--- config.mk ---
export PLATFORM = sky130hd
export DESIGN_NAME = mem_wb_ctrl_flat
export DESIGN_NICKNAME = d
export VERILOG_FILES = /design/src/rtl/mem_wb_ctrl_if.sv /design/src/rtl/mem_wb_ctrl.sv /design/src/flat_wrapper.sv
export SDC_FILE = /design/constraint.sdc
export NUM_CORES = 1
export LEC_CHECK = 0
export CAP_MARGIN = 20
export CORE_AREA = 2 2 184 186
export CTS_BUF_LIST = sky130_fd_sc_hd__clkbuf_8 sky130_fd_sc_hd__clkbuf_16
export DETAILED_ROUTE_END_ITERATION = 6
export DIE_AREA = 0 0 186 188
export PLACE_DENSITY = 0.66
export REMOVE_ABC_BUFFERS = 1
export SLEW_MARGIN = 30
export SYNTH_ARGS = -nofsm -noshare
export SYNTH_HDL_FRONTEND = slang
export SYNTH_SLANG_ARGS = --single-unit
--- constraint.sdc ---
create_clock -name clk -period 4.82 [get_ports clk]
set_input_delay 0.964 -clock clk [delete_from_list [all_inputs] [get_ports clk]]
set_output_delay 0.964 -clock clk [all_outputs]
set_load 0.005 [all_outputs]
--- src/rtl/mem_wb_ctrl_if.sv ---
// Purpose: bundles the op, data-bus and register-file-write signals of mem_wb_ctrl.
// Latency: none, wiring only.
// Backpressure: op_ready stalls upstream; bus_req_ready stalls the request.
interface mem_wb_ctrl_if;
  // execute-stage op
  logic        op_valid;
  logic        op_ready;
  logic        op_load;
  logic        op_store;
  logic [2:0]  op_mem;
  logic [63:0] op_addr;
  logic [63:0] op_wdata;
  logic [63:0] op_exe_data;
  logic [4:0]  op_rd;
  logic        op_rd_wen;
  // data bus
  logic        bus_req_valid;
  logic        bus_req_ready;
  logic        bus_req_we;
  logic [63:0] bus_req_addr;
  logic [63:0] bus_req_wdata;
  logic [1:0]  bus_req_size;
  logic        bus_resp_valid;
  logic [63:0] bus_resp_data;
  // register-file write port and status
  logic        rf_wen;
  logic [4:0]  rf_waddr;
  logic [63:0] rf_wdata;
  logic        busy;
  logic        err;

  // controller side
  modport master (
    input  op_valid, op_load, op_store, op_mem, op_addr, op_wdata, op_exe_data,
           op_rd, op_rd_wen, bus_req_ready, bus_resp_valid, bus_resp_data,
    output op_ready, bus_req_valid, bus_req_we, bus_req_addr, bus_req_wdata,
           bus_req_size, rf_wen, rf_waddr, rf_wdata, busy, err
  );

  // environment side (execute stage, memory, register file)
  modport slave (
    output op_valid, op_load, op_store, op_mem, op_addr, op_wdata, op_exe_data,
           op_rd, op_rd_wen, bus_req_ready, bus_resp_valid, bus_resp_data,
    input  op_ready, bus_req_valid, bus_req_we, bus_req_addr, bus_req_wdata,
           bus_req_size, rf_wen, rf_waddr, rf_wdata, busy, err
  );
endinterface

--- src/rtl/mem_wb_ctrl.sv ---
// Purpose: sequences one op at a time: ALU writeback or load/store on the data bus; optional MEM_TIMEOUT_EN abort.
// Latency: ALU write 1 cycle after accept; load write 3 cycles minimum; store back to IDLE in 3.
// Backpressure: op_ready low outside IDLE; request payload held while bus_req_ready is low.
module mem_wb_ctrl #(
  parameter int TIMEOUT = 255
) (
  input  logic          clk,
  input  logic          rst,
  mem_wb_ctrl_if.master io
);

  typedef enum logic [1:0] {IDLE, REQ, WAIT, WB} state_t;

  state_t      state;
  logic [2:0]  mem_q;
  logic [4:0]  rd_q;
  logic        rd_wen_q;
  logic        store_q;
  logic        to_hit;

  // size code follows the access width: byte, half, word, double
  function automatic logic [1:0] mem_size(input logic [2:0] m);
    case (m)
      3'b001, 3'b100: return 2'd0;
      3'b010, 3'b101: return 2'd1;
      3'b011, 3'b110: return 2'd2;
      default:        return 2'd3;
    endcase
  endfunction

  // load data extension; code 000 carries no defined width so it yields zero
  function automatic logic [63:0] load_ext(input logic [2:0] m, input logic [63:0] d);
    case (m)
      3'b001:  return {{56{d[7]}},  d[7:0]};
      3'b010:  return {{48{d[15]}}, d[15:0]};
      3'b011:  return {{32{d[31]}}, d[31:0]};
      3'b100:  return {56'd0, d[7:0]};
      3'b101:  return {48'd0, d[15:0]};
      3'b110:  return {32'd0, d[31:0]};
      3'b111:  return d;
      default: return 64'd0;
    endcase
  endfunction

  // ready is gated by reset so upstream never hands over an op during reset
  assign io.op_ready = (state == IDLE) && !rst;
  assign io.busy     = (state != IDLE) && !rst;

`ifdef MEM_TIMEOUT_EN
  logic [7:0] to_cnt;
  logic       err_q;

  // counter is cleared while idle, so it starts at zero on entry to REQ
  always_ff @(posedge clk) begin
    if (rst) begin
      to_cnt <= 8'd0;
    end else if (state == IDLE) begin
      to_cnt <= 8'd0;
    end else if (state == REQ || state == WAIT) begin
      to_cnt <= to_cnt + 8'd1;
    end
  end

  // abort fires on the cycle the count would reach TIMEOUT
  assign to_hit = (state == REQ || state == WAIT) && (to_cnt == 8'(TIMEOUT - 1));

  // one-cycle error pulse in the cycle after the abort decision
  always_ff @(posedge clk) begin
    if (rst) err_q <= 1'b0;
    else     err_q <= to_hit;
  end

  assign io.err = err_q;
`else
  logic [7:0] unused_timeout;
  assign unused_timeout = 8'(TIMEOUT);
  assign to_hit = 1'b0;
  assign io.err = 1'b0;
`endif

  // main sequencing FSM; all bus and RF outputs are registered here
  always_ff @(posedge clk) begin
    if (rst) begin
      state            <= IDLE;
      mem_q            <= 3'd0;
      rd_q             <= 5'd0;
      rd_wen_q         <= 1'b0;
      store_q          <= 1'b0;
      io.bus_req_valid <= 1'b0;
      io.bus_req_we    <= 1'b0;
      io.bus_req_addr  <= 64'd0;
      io.bus_req_wdata <= 64'd0;
      io.bus_req_size  <= 2'd0;
      io.rf_wen        <= 1'b0;
      io.rf_waddr      <= 5'd0;
      io.rf_wdata      <= 64'd0;
    end else begin
      io.rf_wen <= 1'b0;
      case (state)
        IDLE: begin
          if (io.op_valid) begin
            if (io.op_load || io.op_store) begin
              // load wins when both kinds are flagged
              mem_q            <= io.op_mem;
              rd_q             <= io.op_rd;
              rd_wen_q         <= io.op_rd_wen;
              store_q          <= io.op_store && !io.op_load;
              io.bus_req_valid <= 1'b1;
              io.bus_req_we    <= io.op_store && !io.op_load;
              io.bus_req_addr  <= io.op_addr;
              io.bus_req_wdata <= io.op_wdata;
              io.bus_req_size  <= mem_size(io.op_mem);
              state            <= REQ;
            end else if (io.op_rd_wen && io.op_rd != 5'd0) begin
              io.rf_wen   <= 1'b1;
              io.rf_waddr <= io.op_rd;
              io.rf_wdata <= io.op_exe_data;
            end
          end
        end
        REQ: begin
          // responses are ignored here, including one coincident with acceptance
          if (to_hit) begin
            io.bus_req_valid <= 1'b0;
            state            <= IDLE;
          end else if (io.bus_req_ready) begin
            io.bus_req_valid <= 1'b0;
            state            <= WAIT;
          end
        end
        WAIT: begin
          if (to_hit) begin
            state <= IDLE;
          end else if (io.bus_resp_valid) begin
            if (store_q) begin
              state <= IDLE;
            end else begin
              if (rd_wen_q && rd_q != 5'd0) begin
                io.rf_wen   <= 1'b1;
                io.rf_waddr <= rd_q;
                io.rf_wdata <= load_ext(mem_q, io.bus_resp_data);
              end
              state <= WB;
            end
          end
        end
        default: begin
          // WB: the write registered on the way in is visible this cycle
          state <= IDLE;
        end
      endcase
    end
  end

endmodule

--- src/flat_wrapper.sv ---
// flat-port wrapper written by rule: the top's interface ports become plain ports
module mem_wb_ctrl_flat 
#(
  parameter int TIMEOUT = 255
)
  (clk, rst, io_op_valid, io_op_load, io_op_store, io_op_mem, io_op_addr, io_op_wdata, io_op_exe_data, io_op_rd, io_op_rd_wen, io_bus_req_ready, io_bus_resp_valid, io_bus_resp_data, io_op_ready, io_bus_req_valid, io_bus_req_we, io_bus_req_addr, io_bus_req_wdata, io_bus_req_size, io_rf_wen, io_rf_waddr, io_rf_wdata, io_busy, io_err);
  mem_wb_ctrl_if io_i ();
  input  logic clk;
  input  logic rst;
  input wire logic [$bits(io_i.op_valid)-1:0] io_op_valid;
  input wire logic [$bits(io_i.op_load)-1:0] io_op_load;
  input wire logic [$bits(io_i.op_store)-1:0] io_op_store;
  input wire logic [$bits(io_i.op_mem)-1:0] io_op_mem;
  input wire logic [$bits(io_i.op_addr)-1:0] io_op_addr;
  input wire logic [$bits(io_i.op_wdata)-1:0] io_op_wdata;
  input wire logic [$bits(io_i.op_exe_data)-1:0] io_op_exe_data;
  input wire logic [$bits(io_i.op_rd)-1:0] io_op_rd;
  input wire logic [$bits(io_i.op_rd_wen)-1:0] io_op_rd_wen;
  input wire logic [$bits(io_i.bus_req_ready)-1:0] io_bus_req_ready;
  input wire logic [$bits(io_i.bus_resp_valid)-1:0] io_bus_resp_valid;
  input wire logic [$bits(io_i.bus_resp_data)-1:0] io_bus_resp_data;
  output wire logic [$bits(io_i.op_ready)-1:0] io_op_ready;
  output wire logic [$bits(io_i.bus_req_valid)-1:0] io_bus_req_valid;
  output wire logic [$bits(io_i.bus_req_we)-1:0] io_bus_req_we;
  output wire logic [$bits(io_i.bus_req_addr)-1:0] io_bus_req_addr;
  output wire logic [$bits(io_i.bus_req_wdata)-1:0] io_bus_req_wdata;
  output wire logic [$bits(io_i.bus_req_size)-1:0] io_bus_req_size;
  output wire logic [$bits(io_i.rf_wen)-1:0] io_rf_wen;
  output wire logic [$bits(io_i.rf_waddr)-1:0] io_rf_waddr;
  output wire logic [$bits(io_i.rf_wdata)-1:0] io_rf_wdata;
  output wire logic [$bits(io_i.busy)-1:0] io_busy;
  output wire logic [$bits(io_i.err)-1:0] io_err;
  assign io_i.op_valid = io_op_valid;
  assign io_i.op_load = io_op_load;
  assign io_i.op_store = io_op_store;
  assign io_i.op_mem = io_op_mem;
  assign io_i.op_addr = io_op_addr;
  assign io_i.op_wdata = io_op_wdata;
  assign io_i.op_exe_data = io_op_exe_data;
  assign io_i.op_rd = io_op_rd;
  assign io_i.op_rd_wen = io_op_rd_wen;
  assign io_i.bus_req_ready = io_bus_req_ready;
  assign io_i.bus_resp_valid = io_bus_resp_valid;
  assign io_i.bus_resp_data = io_bus_resp_data;
  assign io_op_ready = io_i.op_ready;
  assign io_bus_req_valid = io_i.bus_req_valid;
  assign io_bus_req_we = io_i.bus_req_we;
  assign io_bus_req_addr = io_i.bus_req_addr;
  assign io_bus_req_wdata = io_i.bus_req_wdata;
  assign io_bus_req_size = io_i.bus_req_size;
  assign io_rf_wen = io_i.rf_wen;
  assign io_rf_waddr = io_i.rf_waddr;
  assign io_rf_wdata = io_i.rf_wdata;
  assign io_busy = io_i.busy;
  assign io_err = io_i.err;
  mem_wb_ctrl #(.TIMEOUT(TIMEOUT)) u_core (.clk(clk), .rst(rst), .io(io_i));
endmodule
==> impl_metrics.toml, run 1 <==
[clocking]
post_cts_resized = 0
clock_tree.htree_level_count = 1
cts_buffers = 26
master_cell_of_the_clock_root_buffer = "clkbuf_16"
max-clock-path-buffers = 3
tritoncts_clock_tree = "done"
postCtsSetupBuffers = 0
post_cts_hold_buffer_count = 0
numClockSinks = 213
clk_pin_slew_worst_paths_ps = 60
clock_latency_ps = 530

[critical_path]
worst_setup_path_start_kind = "flip-flop"
timing.reg2reg.worst_path_depth = 5
crit_required_ps = 3860
worst-endpoint-arrival_ps = 2110
crit_path_max_fanout = 13
timing.reg2reg.setup_slack_ps = 2190
worstSetupPathType = "flip-flop to output pin"
end_kind = "output pin"

[sta]
drv_slew = 0
setup_slack_ps = 1740
relSlewSlack_pct = 38.7
worst_margin_slew_ps = 920
timing.fmax_mhz = 325
timing.setup.tns_ps = 0
hold-worst-slack_ps = 450
setup-violations-final = 0
grt_setup_unrepaired = "false"
timing.final.crit_period_ps = 3080
final_hold_viol_count = 0
final.setup_skew_ps = 16.0
period_share_pct = 63.9

[place]
dp_hpwl_mm = 23.7
io_buffers = 475
gp_routability_congestion = 0.775
placedInstanceArea_mm2 = 0.0135
dp_slack_ps = 1300

[worst_hold_path]
hp-class = "flip-flop to flip-flop"
whs_path_depth = 2

[die]
row_count = 67
fp.coreArea_mm2 = 0.0331
floorplan.io_pins = 477
die_area_mm2 = 0.0350
die_y_um = 188
start_util_pct = 25.8
die_width_um = 186

[power_and_ir_drop]
pwr-share-comb_pct = 16.9
vdd_ir_drop_max_mv = 0.268
p_int_w = 0.00350
netSwitchingFraction_pct = 25.0
power.density_mw_per_mm2 = 324
p_clk_share_pct = 41.9
p_switching_w = 0.00117
leakage_nw = 5.19
seq_power_share_pct = 41.2

[run_status]
violations = "design-rule violations"
outcome = "complete, but fails checks"

[synth]
synth-async-reset-ratio_pct = 0
synth_ff_type = "dfxtp_1"
synth_simple_gate_area_share_pct = 21.8
yosysSeqAreaShare_pct = 49.9
synth_compound_gate_area_share_pct = 21.5
post_synth_inst_count = 1060
synth-xor-area-share_pct = 0.102
synthesis.area_mm2 = 0.00855
synth_top_family_by_area = "simple AND/OR/NAND/NOR gates"
synth_cell_types = 46
syn-mean-instance-area_um2 = 8.06
synth_mux_area_share_pct = 0.703
synth_adder_area_share_pct = 0
synth.yosys.warnings = 0
postSynthRegisterBits = 213
synth_enable_flop_cells = 0

[flow_run]
drv.max_cap_violation_count = 0

[cells_and_area]
design_area_mm2 = 0.0144
area_delta_synth_final_pct = 68.3
multiInputGateArea_mm2 = 0.00380
insertedDiodeCount = 0
num-nets-final = 1748
filler_cell_count = 3245
drive_gt1_share_pct = 4.88
layout.area.seq_mm2 = 0.00426

[drt]
route.antenna.remaining_nets = 0
remaining_drc_errors = 4
wl_met2_mm = 16.1
vias = 9167
wl_per_cell_um = 17.4
met3_wire_length_mm = 3.63
first_pass_iters = 7
met1_length_mm = 13.5
first_iter_violations = 497
drt-total-wl_mm = 33.9
routed.top_layer = "met4"
routed_via_density = 4.72

[grt]
gr-total-overflow = 0
grt_pass1_wl_mm = 50.3
antenna_found_initial = 0
grt_start_max_net_pins = 133
globalRouteTotalUtil_pct = 18.2
first_global_vias = 8863
## power groups by stage
stage	Combinational, W	Clock (W)	Sequential [W]
after floorplan	0.000254	0	0.00196
after global placement	0.000788	0	0.00196
after detailed placement	0.000791	0	0.00196
after CTS	0.000796	0.00201	0.00192
after global routing	0.000856	0.00208	0.00194
final	0.000787	0.00196	0.00192
## flip-flops by register name (all words and copies together), names as in the netlist
name	flops
u_core.io.bus_req_addr	64
u_core.io.bus_req_we	1
u_core.io.rf_wen	1
u_core.rd_q	5
u_core.io.bus_req_size	2
u_core.mem_q	3
u_core.io.rf_waddr	5
u_core.io.rf_wdata	64
u_core.state	2
u_core.io.bus_req_valid	1
u_core.rd_wen_q	1
u_core.io.bus_req_wdata	64
## synthesized netlist by cell type (6+ instances only)
| cell type | count | area share [%] |
|---|---|---|
| nand2_1 | 324 | 14 |
| dfxtp_1 | 213 | 50 |
| a21oi_1 | 176 | 10 |
| clkbuf_1 | 58 | 2.5 |
| nor3_1 | 52 | 3.0 |
| nor2_1 | 39 | 1.7 |
| o32ai_1 | 32 | 3.3 |
| o21ai_0 | 19 | 1.1 |
| and2_1 | 16 | 1.2 |
| buf_2 | 16 | 0.94 |
| buf_4 | 16 | 1.4 |
| a222oi_1 | 15 | 1.8 |
| a311oi_1 | 15 | 1.5 |
| a21o_1 | 9 | 0.79 |
| a211oi_1 | 8 | 0.70 |
| buf_6 | 6 | 0.79 |
| mux2i_1 | 6 | 0.70 |
## per-stage QoR
step / util, % / total power, W / cells
2_1_floorplan: - / 0.00221 / 962
3_3_place_gp: 40.8 / 0.00275 / 1896
3_5_place_dp: 40.8 / 0.00275 / 1896
4_1_cts: 43.4 / 0.00473 / 1944
5_1_grt: 43.5 / 0.00488 / 1944
6_report: 43.5 / 0.00467 / 1944
## final cells by class
type                       count  area share, %
timing repair buffer         486           33.8
clock inverter                13          0.635
clock buffer                  35           5.46
sequential                   213           29.6
multi-input combinational    744           26.4
tap                          448           3.90
inverter                       5          0.130
## placed cells by master (no fill, tap or decap), types with 4 or more instances in the layout
master and instances:
buf_4 9, nand2_1 324, clkbuf_8 8, and2_1 16
a21o_1 9, nand2b_1 4, o32ai_1 32, o21ai_0 19
nor2_1 39, a211oi_1 8, a222oi_1 15, clkdlybuf4s50_1 474
mux2i_1 6, a21oi_1 175, inv_1 10, dfxtp_1 213
a311oi_1 15, nor3_1 52, clkbuf_16 27
## path summary, 6_finish.rpt
| path | endpoint | start |
|---|---|---|
| setup reg to reg | u_core.io.rf_wdata[16]$_SDFFE_PP0P_ | u_core.state[1]$_SDFFE_PP0P_ |
| hold / removal | u_core.io.bus_req_addr[18]$_SDFFE_PP0P_ | u_core.io.bus_req_addr[18]$_SDFFE_PP0P_ |
| hold reg to reg | u_core.io.bus_req_addr[18]$_SDFFE_PP0P_ | u_core.io.bus_req_addr[18]$_SDFFE_PP0P_ |
| setup / recovery | io_busy | u_core.state[1]$_SDFFE_PP0P_ |
## worst max-delay path: stages, from the launching register on
cell             delay [ps]
dfxtp_1                 800
nor2_1                  120
nor2_1                  110
clkdlybuf4s50_1         560
## logic make-up (layout without fill, tap and decap cells)
| logic type | count (synthesis) | count (layout) |
|---|---|---|
| xor+xnor | 1 | 1 |
| buf+inv | 103 | 539 |
| compound gates | 289 | 289 |
| other cells | 1 | 1 |
| flops | 213 | 213 |
| simple gates | 447 | 447 |
| mux | 6 | 6 |
## routing by layer
metal	GRT usage, %	vias to the layer above
li1	-	4475
met5	0	-
met4	4.94	0
met1	21.6	4258
met2	30.9	391
met3	6.56	43
No activity file was read; power rests on OpenSTA's default activity.
==> run 2, diff against run 1 <==
Settings changed: CORE_AREA 2 2 184 186 to 2 2 186 188, DIE_AREA 0 0 186 188 to 0 0 188 190, PLACE_DENSITY 0.66 to 0.65.
Clock period 4.82 ns to 3 ns, I/O delays scaled along.
==> impl_metrics.toml, run 2 (synthesized netlist as in run 1, its figures left out) <==
[drt]
wl_per_cell_um = 17.9
first_pass_iters = 6
remaining_drc_errors = 0
first_iter_violations = 352
routed_via_density = 4.75
route.antenna.remaining_nets = 0
vias = 9286
drt-total-wl_mm = 34.9

[place]
dp_hpwl_mm = 24.9
gp_routability_congestion = 0.929
io_buffers = 475
placedInstanceArea_mm2 = 0.0136

[critical_path]
timing.reg2reg.worst_path_depth = 3
crit_required_ps = 2400
worst-endpoint-arrival_ps = 1980
worst_setup_path_start_kind = "flip-flop"
end_kind = "output pin"
reg2reg_to = "u_core.io.rf_wdata[3]$_SDFFE_PP0P_"
crit_path_max_fanout = 13
timing.reg2reg.setup_slack_ps = 420
worstSetupPathType = "flip-flop to output pin"
reg2reg_from = "u_core.state[1]$_SDFFE_PP0P_"

[sta]
relSlewSlack_pct = 36.9
final_hold_viol_count = 0
setup-violations-final = 0
final.setup_skew_ps = 12.7
worst_margin_slew_ps = 941
timing.setup.tns_ps = 0
grt_setup_unrepaired = "false"
timing.final.crit_period_ps = 2580
timing.fmax_mhz = 388
period_share_pct = 85.9
drv_slew = 0

[grt]
grt_start_max_net_pins = 94
globalRouteTotalUtil_pct = 18.4
grt_pass1_wl_mm = 52.6
gr-total-overflow = 0
antenna_found_initial = 0
first_global_vias = 9269

[power_and_ir_drop]
vdd_ir_drop_max_mv = 0.407
power.density_mw_per_mm2 = 508
leakage_nw = 5.21

[clocking]
tritoncts_clock_tree = "done"
clock_latency_ps = 530
numClockSinks = 213
master_cell_of_the_clock_root_buffer = "clkbuf_16"
clock_tree.htree_level_count = 1
max-clock-path-buffers = 3
post_cts_resized = 0
post_cts_hold_buffer_count = 0
clk_pin_slew_worst_paths_ps = 60
postCtsSetupBuffers = 0
cts_buffers = 25

[cells_and_area]
most_common_cell_after_layout_fill_and_taps_aside = "clkdlybuf4s50_1"
drive_gt1_share_pct = 4.73
layout_common_cells = "474 x clkdlybuf4s50_1, 324 x nand2_1, 213 x dfxtp_1, 176 x a21oi_1, 52 x nor3_1"
design_area_mm2 = 0.0144
area_delta_synth_final_pct = 68.3
num-nets-final = 1755
largest_registers = "u_core.io.bus_req_addr: 64 flops, u_core.io.bus_req_wdata: 64 flops, u_core.io.rf_wdata: 64 flops"
insertedDiodeCount = 0

[die]
fp.coreArea_mm2 = 0.0339
row_count = 68
die_area_mm2 = 0.0357
floorplan.io_pins = 477
die_width_um = 188
die_y_um = 190
start_util_pct = 25.2

[worst_hold_path]
whs_path_depth = 2
holdCritStartpoint = "u_core.io.bus_req_addr[17]$_SDFFE_PP0P_"
hp-class = "flip-flop to flip-flop"
timing.hold.worst_endpoint = "u_core.io.bus_req_addr[17]$_SDFFE_PP0P_"

[run_status]
outcome = "completed"

[flow_run]
drv.max_cap_violation_count = 0
run 2: metal layers:
layer	up-vias	part of all wire, %	global-route usage [%]
li1	4481	-	-
met1	4285	38	20.7
met2	454	48	32.0
met3	66	11	7.18
met4	0	3.4	6.12
met5	-	0	0
run 2: worst max-delay path, stage by stage, from the launching register on:
cell	delay, ps
dfxtp_1	720
nor2_1	110
nor2_1	110
clkdlybuf4s50_1	510
run 2: area by class of cell:
cell class | instances | area (µm²)
inverters | 5 | 18.8
fillers | 3337 | 19600
flip-flops and latches | 213 | 4260
repair buffers | 494 | 4950
multi-input cells | 744 | 3790
well taps | 455 | 569
clock inverters | 13 | 81.3
clock buffers | 31 | 708
run 2: worst max-delay path by stage:
stage	end	start	cells past startpoint	slack, ps
after floorplan	u_core.io.bus_req_size[0]$_SDFFE_PP0P_	io_op_valid	4	-3170
final	io_busy	u_core.state[1]$_SDFFE_PP0P_	3	420
after CTS	io_busy	u_core.state[1]$_SDFFE_PP0P_	3	410
after global placement	u_core.io.rf_wdata[27]$_SDFFE_PP0P_	io_op_rd[0]	5	300
after global routing	u_core.io.rf_wdata[3]$_SDFFE_PP0P_	u_core.state[1]$_SDFFE_PP0P_	3	260
after detailed placement	u_core.io.rf_wdata[25]$_SDFFE_PP0P_	io_op_rd[0]	5	230
run 2: where the power goes:
part           internal, W  total (W)  switching (W)
clock              0.00173    0.00294        0.00121
combinational     0.000736    0.00128       0.000540
sequential         0.00299    0.00309       0.000102
total              0.00546    0.00731        0.00185
run 2: through the flow:
stage          hold WS, ps  setup WS [ps]  power (W)  util, %  std cells
6_report               453            422    0.00731     42.4       1955
3_5_place_dp           446            231    0.00443     40.0       1911
2_1_floorplan          442          -3170    0.00356        -        962
4_1_cts                453            408    0.00741     42.4       1955
5_1_grt                466            259    0.00763     42.4       1955
3_3_place_gp           441            303    0.00442     40.0       1911
